[src/rtl/flow_event_sequencer.sv]
// Decode-stage control-flow sequencer. A single prioritised FSM steps the
// pipeline through CALL, RET, RTI and external-interrupt sequences and drives
// the stall, second-iteration, flush and stack push/pop strobes. It yields to
// the load-use hazard while idle.
module flow_event_sequencer #(
  parameter int unsigned FLUSH_CYCLES = 1  // legal range 1..3
) (
  input  logic Clk,
  input  logic Rst,
  input  logic int_req,
  input  logic call_dec,
  input  logic ret_dec,
  input  logic rti_dec,
  input  logic load_use,
  output logic stall,
  output logic second_iter,
  output logic flush,
  output logic push_pc,
  output logic push_flags,
  output logic pop_pc,
  output logic pop_flags,
  output logic int_ack,
  output logic busy
);

  typedef enum logic [2:0] {
    StIdle  = 3'd0,
    StCPush = 3'd1,
    StRPop  = 3'd2,
    StTFl   = 3'd3,
    StTPc   = 3'd4,
    StIPc   = 3'd5,
    StIFg   = 3'd6,
    StFl    = 3'd7
  } state_e;

  localparam logic [1:0] FlushLoad = 2'(FLUSH_CYCLES);

  state_e     state_q, state_d;
  logic       int_pend_q, int_pend_d;
  logic       int_req_q;
  logic [1:0] flush_cnt_q, flush_cnt_d;
  logic       req_edge;
  logic       take_int;

  assign req_edge = int_req & ~int_req_q;

  // Next state: arbitration in idle, fixed micro-sequences elsewhere.
  always_comb begin
    state_d     = state_q;
    flush_cnt_d = flush_cnt_q;
    take_int    = 1'b0;
    case (state_q)
      StIdle: begin
        // A load-use stall re-presents the decode instruction, so ignore it now.
        if (!load_use) begin
          if (rti_dec) begin
            state_d = StTFl;
          end else if (ret_dec) begin
            state_d = StRPop;
          end else if (call_dec) begin
            state_d = StCPush;
          end else if (int_pend_q) begin
            state_d  = StIPc;
            take_int = 1'b1;
          end
        end
      end
      StTFl: state_d = StTPc;
      StIPc: state_d = StIFg;
      StCPush, StRPop, StTPc, StIFg: begin
        state_d     = StFl;
        flush_cnt_d = FlushLoad;
      end
      StFl: begin
        if (flush_cnt_q <= 2'd1) begin
          state_d = StIdle;
        end else begin
          flush_cnt_d = flush_cnt_q - 2'd1;
        end
      end
      default: state_d = StIdle;
    endcase
  end

  // Pending interrupt: a new edge wins over the clear when both happen together.
  always_comb begin
    int_pend_d = (int_pend_q & ~take_int) | req_edge;
  end

  // State registers.
  always_ff @(posedge Clk or negedge Rst) begin
    if (!Rst) begin
      state_q     <= StIdle;
      int_pend_q  <= 1'b0;
      int_req_q   <= 1'b0;
      flush_cnt_q <= 2'd0;
    end else begin
      state_q     <= state_d;
      int_pend_q  <= int_pend_d;
      int_req_q   <= int_req;
      flush_cnt_q <= flush_cnt_d;
    end
  end

  // Moore output decode; only the idle stall follows load_use directly.
  always_comb begin
    stall       = 1'b0;
    second_iter = 1'b0;
    flush       = 1'b0;
    push_pc     = 1'b0;
    push_flags  = 1'b0;
    pop_pc      = 1'b0;
    pop_flags   = 1'b0;
    int_ack     = 1'b0;
    busy        = (state_q != StIdle);
    case (state_q)
      StIdle:  stall = load_use & Rst;  // reset forces every output low
      StCPush: begin
        stall   = 1'b1;
        push_pc = 1'b1;
      end
      StRPop: begin
        stall  = 1'b1;
        pop_pc = 1'b1;
      end
      StTFl: begin
        stall     = 1'b1;
        pop_flags = 1'b1;
      end
      StTPc: begin
        stall       = 1'b1;
        pop_pc      = 1'b1;
        second_iter = 1'b1;
      end
      StIPc: begin
        stall   = 1'b1;
        push_pc = 1'b1;
        int_ack = 1'b1;
      end
      StIFg: begin
        stall       = 1'b1;
        push_flags  = 1'b1;
        second_iter = 1'b1;
      end
      StFl: begin
        stall = 1'b1;
        flush = 1'b1;
      end
      default: ;
    endcase
  end

endmodule
[config.mk]
export PLATFORM = sky130hd
export DESIGN_NAME = flow_event_sequencer
export DESIGN_NICKNAME = d
export VERILOG_FILES = /design/src/rtl/flow_event_sequencer.sv
export SDC_FILE = /design/constraint.sdc
export NUM_CORES = 1
export LEC_CHECK = 0
export CAP_MARGIN = 20
export CORE_AREA = 2 2 39 41
export CTS_CLUSTER_SIZE = 12
export DETAILED_ROUTE_END_ITERATION = 12
export DIE_AREA = 0 0 41 43
export HOLD_SLACK_MARGIN = 0.15
export PLACE_DENSITY = 0.62
export SETUP_SLACK_MARGIN = 0.15
export SYNTH_ARGS = -nofsm -noshare
export SYNTH_HDL_FRONTEND = slang
export SYNTH_SLANG_ARGS = --single-unit
[constraint.sdc]
create_clock -name Clk -period 2.4 [get_ports Clk]
set_clock_uncertainty 0.2 [all_clocks]
set_input_delay 0.48 -clock Clk [delete_from_list [all_inputs] [get_ports Clk]]
set_output_delay 0.48 -clock Clk [all_outputs]
set_load 0.01 [all_outputs]
==> results of run 1 <==
## metal layers
metal  GRT usage  up-vias  routed length, µm
met5           0        -                  0
met4     0.08000        0                 22
met3     0.03141        3                 54
met2      0.1844       11                471
met1      0.1722      200                454
li1            -      216                  -
## how the worst max path moves through the flow
stage | cells past startpoint | from | to | slack, ps
2_1_floorplan | 4 | state_q[0]$_DFFE_PN0P_ | stall | 530
3_3_place_gp | 3 | load_use | stall | 110
3_5_place_dp | 3 | load_use | stall | 100
4_1_cts | 3 | state_q[0]$_DFFE_PN0P_ | stall | 170
5_1_grt | 3 | state_q[0]$_DFFE_PN0P_ | push_pc | 160
6_report | 3 | state_q[2]$_DFFE_PN0P_ | stall | 200
## state kept, by name (all words and copies together) (netlist names)
signal,count
int_req_q,1
state_q,3
flush_cnt_q,2
int_pend_q,1
## what timing repair did
action	4_1_cts	5_1_grt
setup endpoints to repair	4	3
setup buffers	0	2
resized for setup	4	2
pin swaps	0	1
## critical path, stage by stage (launching register included)
cell           delay [ps]
dfrtp_1               370
or3_4                 420
a21o_2                190
dlygate4sd2_1         280
## cell type report
cell class	instances	area, µm²
Multi-Input combinational cell	35	244.0
Sequential cell	7	175.2
Timing Repair Buffer	22	202.7
Fill cell	140	700.7
Clock buffer	4	26.28
Inverter	4	15.01
Tap cell	16	20.02
## cell usage after synthesis
cell,instances,area share
o21ba_2,1,0.021
nor2b_1,3,0.040
a31oi_1,1,0.013
inv_1,4,0.032
and2b_1,1,0.016
ha_1,1,0.027
o21ai_0,3,0.032
or4_4,1,0.024
and3_2,1,0.016
a211oi_2,1,0.027
o21bai_1,1,0.016
o21ai_2,1,0.019
and2_1,2,0.027
o21ai_1,1,0.011
a21o_2,1,0.019
buf_6,2,0.048
nor3_1,2,0.021
a2111oi_0,1,0.019
and3_1,1,0.013
nor2_1,3,0.024
nand2_1,2,0.016
a21oi_1,2,0.021
dfrtp_1,7,0.38
nand3b_1,1,0.016
and4b_1,1,0.021
xnor2_1,1,0.019
buf_2,2,0.021
o22a_1,1,0.019
or3_4,1,0.024
## cell families (layout without fill, tap and decap cells)
group | after synthesis | in the layout | share of synthesized area
flip-flops | 7 | 7 | 0.3753
AO/OA/AOI/OAI | 14 | 14 | 0.2172
AND/OR/NAND/NOR | 19 | 19 | 0.2601
XOR/XNOR | 1 | 1 | 0.01877
buffers and inverters | 8 | 30 | 0.1019
adder cells (fa/ha/maj) | 1 | 1 | 0.02681
## power breakdown
group	internal [mW]	total [mW]	switching, mW
Sequential	0.144	0.156	0.0119
Clock	0.0636	0.110	0.0465
Combinational	0.201	0.373	0.172
Total	0.409	0.639	0.230
==> reports/results.ini, run 1 <==
[die]
start_util=0.3373
die_y_um=43
dieArea_mm2=0.001763
coreArea_mm2=0.001384
die_w_um=41
ioPinCount=16
rows=14

[cts]
tritoncts=built
cts-buffers-inserted=3
holdBufCountCts=0
clk_pin_slew_worst_paths_ps=50
clock_sinks=7
clock-root-buffer=clkbuf_4
cts_max_level=1
cts_buffer_depth=2
clk_latency_ps=260

[critical_path]
reg2regPathDepth=5
reg2reg_from=flush_cnt_q[1]$_DFFE_PN0P_
critical_path_class=reg2out
required_ps=1720
worstSetupEndpointType=primary output
crit_fanout=5
crit_path_start_kind=flip-flop
r2r_setup_slack_ps=860
reg2reg_to=flush_cnt_q[0]$_DFFE_PN0P_
cp.arrival_ps=1520

[worst_hold_path]
min_to=int_pend_q$_DFF_PN0_
min_path_type=reg2reg
hp-start=int_req_q$_DFF_PN0_
whs_path_depth=1

[placement]
place_worst_setup_slack_ps=100.9
dpl-instance-area_um2=641.9
gp_congestion=0.7576
dp.cells=82
portBuffers=15
hpwl_um=714.5

[run_status]
outcome=finished clean

[grt]
grt_pass1_wl_mm=1.518
grt_max_degree=11
antenna_found_initial=0
gr-usage-all-layers=0.1307
grt_pass1_vias=348
overflow=0

[power_and_ir_drop]
power.density_mw_per_mm2=935.9
ir_drop_uv=339.2
leakage_nw=0.3168
p_total_mw=0.6394

[timing]
rsz0062_at_grt=false
worst_pin_slew_ps=459.6
finalCritPeriodShare=0.9148
finalSetupViolations=0
tns_ps=0
fin_ws_ps=204.5
max_freq_mhz=455.5
final_hold_viol_count=0
slew_viol_final=0
hold-worst-slack_ps=204.8
min_period_ps=2195
slew_headroom=0.6857

[cells_and_area]
syn_to_final_growth_pct=46.38
most-common-layout-cells=clkdlybuf4s50_1 (9), dfrtp_1 (7), buf_4 (7)
n_antenna_cell=0
fin_cells=88
drive_gt1_frac=0.2361
stdcell_area_um2=683.2
post-route-util=0.4937
final_common_cell=clkdlybuf4s50_1
finalNetCount=81

[yosys]
ys_warn_count=0
ys_seq_area_frac=0.3753
synth_cells=50
synth_seq_cells=7
synth_area_um2=466.7
syn_nets=58
synthDistinctLibCells=29
synth.avg_cell_area_um2=9.334

[routing]
first_iter_violations=7
wl_mm=1.002
viasPerCell=4.886
num_vias=430
dr.pass1.iters=4
ant_nets=0
wl_per_cell_um=11.39
drcViolationCount=0

[run]
cap_violations=0

(Power assumes the default switching activity.)
==> inputs of run 2 (changes only) <==
--- a/config.mk
+++ b/config.mk
@@ -7,7 +7,6 @@
 export LEC_CHECK = 0
 export CAP_MARGIN = 20
 export CORE_AREA = 2 2 39 41
-export CTS_CLUSTER_SIZE = 12
 export DETAILED_ROUTE_END_ITERATION = 12
 export DIE_AREA = 0 0 41 43
 export HOLD_SLACK_MARGIN = 0.15
==> results of run 2 <==
The final DEF is identical to that of run 1; final timing and power are the same.
==> inputs of run 3 (changes only) <==
--- a/config.mk
+++ b/config.mk
@@ -6,12 +6,12 @@
 export NUM_CORES = 1
 export LEC_CHECK = 0
 export CAP_MARGIN = 20
-export CORE_AREA = 2 2 39 41
+export CORE_AREA = 4 4 41 43
 export DETAILED_ROUTE_END_ITERATION = 12
-export DIE_AREA = 0 0 41 43
+export DIE_AREA = 0 0 45 47
 export HOLD_SLACK_MARGIN = 0.15
 export PLACE_DENSITY = 0.62
-export SETUP_SLACK_MARGIN = 0.15
+export SETUP_SLACK_MARGIN = 0.05
 export SYNTH_ARGS = -nofsm -noshare
 export SYNTH_HDL_FRONTEND = slang
 export SYNTH_SLANG_ARGS = --single-unit
==> run 3 against run 2 <==
- sequential power about the same
- global-route usage down 1.4 points
- maximum frequency down 2.5%
- critical endpoint is now int_ack
- largest cell class unchanged
==> reports/results.ini, run 3 (same netlist as run 1, synthesis figures left out) <==
[run_status]
outcome=finished clean

[cts]
cts-buffers-inserted=3
clk_pin_slew_worst_paths_ps=50
tritoncts=built
clk_latency_ps=250
clock_sinks=7
post_cts_buffers=0
cts_buffer_depth=2
cts_max_level=1
clock-root-buffer=clkbuf_4
holdBufCountCts=0

[placement]
hpwl_um=757.2
portBuffers=15
gp_congestion=0.7301
dpl-instance-area_um2=640.6

[timing]
tns_ps=0
max_freq_mhz=443.9
slew_headroom=0.6972
rsz0062_at_grt=false
min_period_ps=2253
finalCritPeriodShare=0.9387
final_hold_viol_count=0
finalSetupViolations=0
worst_pin_slew_ps=442.8
slew_viol_final=0

[routing]
drcViolationCount=0
ant_nets=0
viasPerCell=4.906
first_iter_violations=7
wl_um=990
num_vias=417
wl_per_cell_um=11.65
dr.pass1.iters=4

[power_and_ir_drop]
leakage_nw=0.2908
ir_drop_uv=401.1
power.density_mw_per_mm2=967.1
p_int_mw=0.4181
power_frac_clock=0.163
pwr-share-seq=0.242
pwr-share-comb=0.595
p_sw_frac=0.3530
p_sw_mw=0.2281

[cells_and_area]
finalNetCount=79
fill_cells=134
most-common-layout-cells=clkdlybuf4s50_1 (13), dfrtp_1 (7), buf_4 (5)
drive_gt1_frac=0.2143
largestRegisters=state_q (3), flush_cnt_q (2)
stdcell_area_um2=668.1
syn_to_final_growth_pct=43.16
final_common_cell=clkdlybuf4s50_1
n_antenna_cell=0
max_flop_register=state_q
post-route-util=0.5135
largest_register_ffs=3

[grt]
grt_pass1_wl_mm=1.683
met3_usage=0.02682
gr-usage-all-layers=0.1170
gr-usage-met2=0.1638
overflow=0
met1_usage=0.1488
grt_max_degree=11
busiest_layer=met2
grt_pass1_vias=401
antenna_found_initial=0

[critical_path]
crit_path_start_kind=flip-flop
worstSetupEndpointType=primary output
critical_path_class=reg2out
required_ps=1720
reg2regPathDepth=5
r2r_setup_slack_ps=890
cp.arrival_ps=1570
reg2reg_to=flush_cnt_q[0]$_DFFE_PN0P_
startpoint=state_q[1]$_DFFE_PN0P_
reg2reg_from=flush_cnt_q[1]$_DFFE_PN0P_
crit_fanout=10

[die]
coreArea_mm2=0.001301
ioPinCount=16
die_y_um=47
die_w_um=45
dieArea_mm2=0.002115
rows=13
start_util=0.3587

[worst_hold_path]
whs_path_depth=1
min_to=int_pend_q$_DFF_PN0_
hp-start=int_req_q$_DFF_PN0_
min_path_type=reg2reg

[run]
cap_violations=0

run 3: changes by cell type in the layout (fill, tap and decap cells not counted):
cell / previous run / this run
clkdlybuf4s50_1: 9 / 13
dlygate4sd2_1: 4 / 1
buf_4: 7 / 5
dlymetal6s2s_1: 2 / 1
run 3: cell type report:
class / count / area [µm²] / area share
tap: 15 / 18.77 / 0.02809
clock buffer: 4 / 26.28 / 0.03933
timing repair buffer: 20 / 188.9 / 0.2828
multi-input combinational: 35 / 244.0 / 0.3652
sequential: 7 / 175.2 / 0.2622
inverter: 4 / 15.01 / 0.02247
run 3: timing repair:
item | CTS | global route
hold endpoints to repair | 0 | 0
gates resized for setup | 1 | 1
setup endpoints to repair | 1 | 1
run 3: power by group through the flow:
| stage | Combinational, mW | Clock [mW] | Sequential (mW) |
|---|---|---|---|
| finish | 0.385 | 0.106 | 0.156 |
| global route | 0.424 | 0.120 | 0.158 |
| CTS | 0.393 | 0.111 | 0.156 |
| detailed placement | 0.395 | 0 | 0.158 |
| global placement | 0.392 | 0 | 0.158 |
| floorplan | 0.226 | 0 | 0.155 |
run 3: metrics by stage:
| step | total power, mW | worst slack, ps | cells | hold WS, ps |
|---|---|---|---|---|
| after floorplan | 0.3806 | 531.9 | 50 | -15.59 |
| after global placement | 0.5497 | 125.8 | 81 | 203.1 |
| final | 0.6462 | 147.1 | 85 | 211.9 |
| after CTS | 0.6603 | 66.14 | 85 | 214.4 |
| after detailed placement | 0.5534 | 99.79 | 81 | 207.4 |
| after global routing | 0.7023 | 51.54 | 85 | 241.4 |
run 3: worst max-delay path by stage:
| stage | end | slack (ps) | cells past startpoint |
|---|---|---|---|
| floorplan | stall | 530 | 4 |
| global placement | stall | 130 | 3 |
| detailed placement | stall | 100 | 3 |
| CTS | push_flags | 70 | 4 |
| global route | int_ack | 50 | 4 |
| finish | int_ack | 150 | 4 |
run 3: critical path: stages, from the launching register on:
cell             delay, ps
dfrtp_1                370
buf_4                  170
nor2b_1                130
and2_1                 130
clkdlybuf4s50_1        530
run 3: layer usage:
layer  up-vias  part of all wire
met5         -                 0
li1        214                 -
met4         0            0.0091
met3         2             0.043
met2         5              0.48
met1       196              0.46
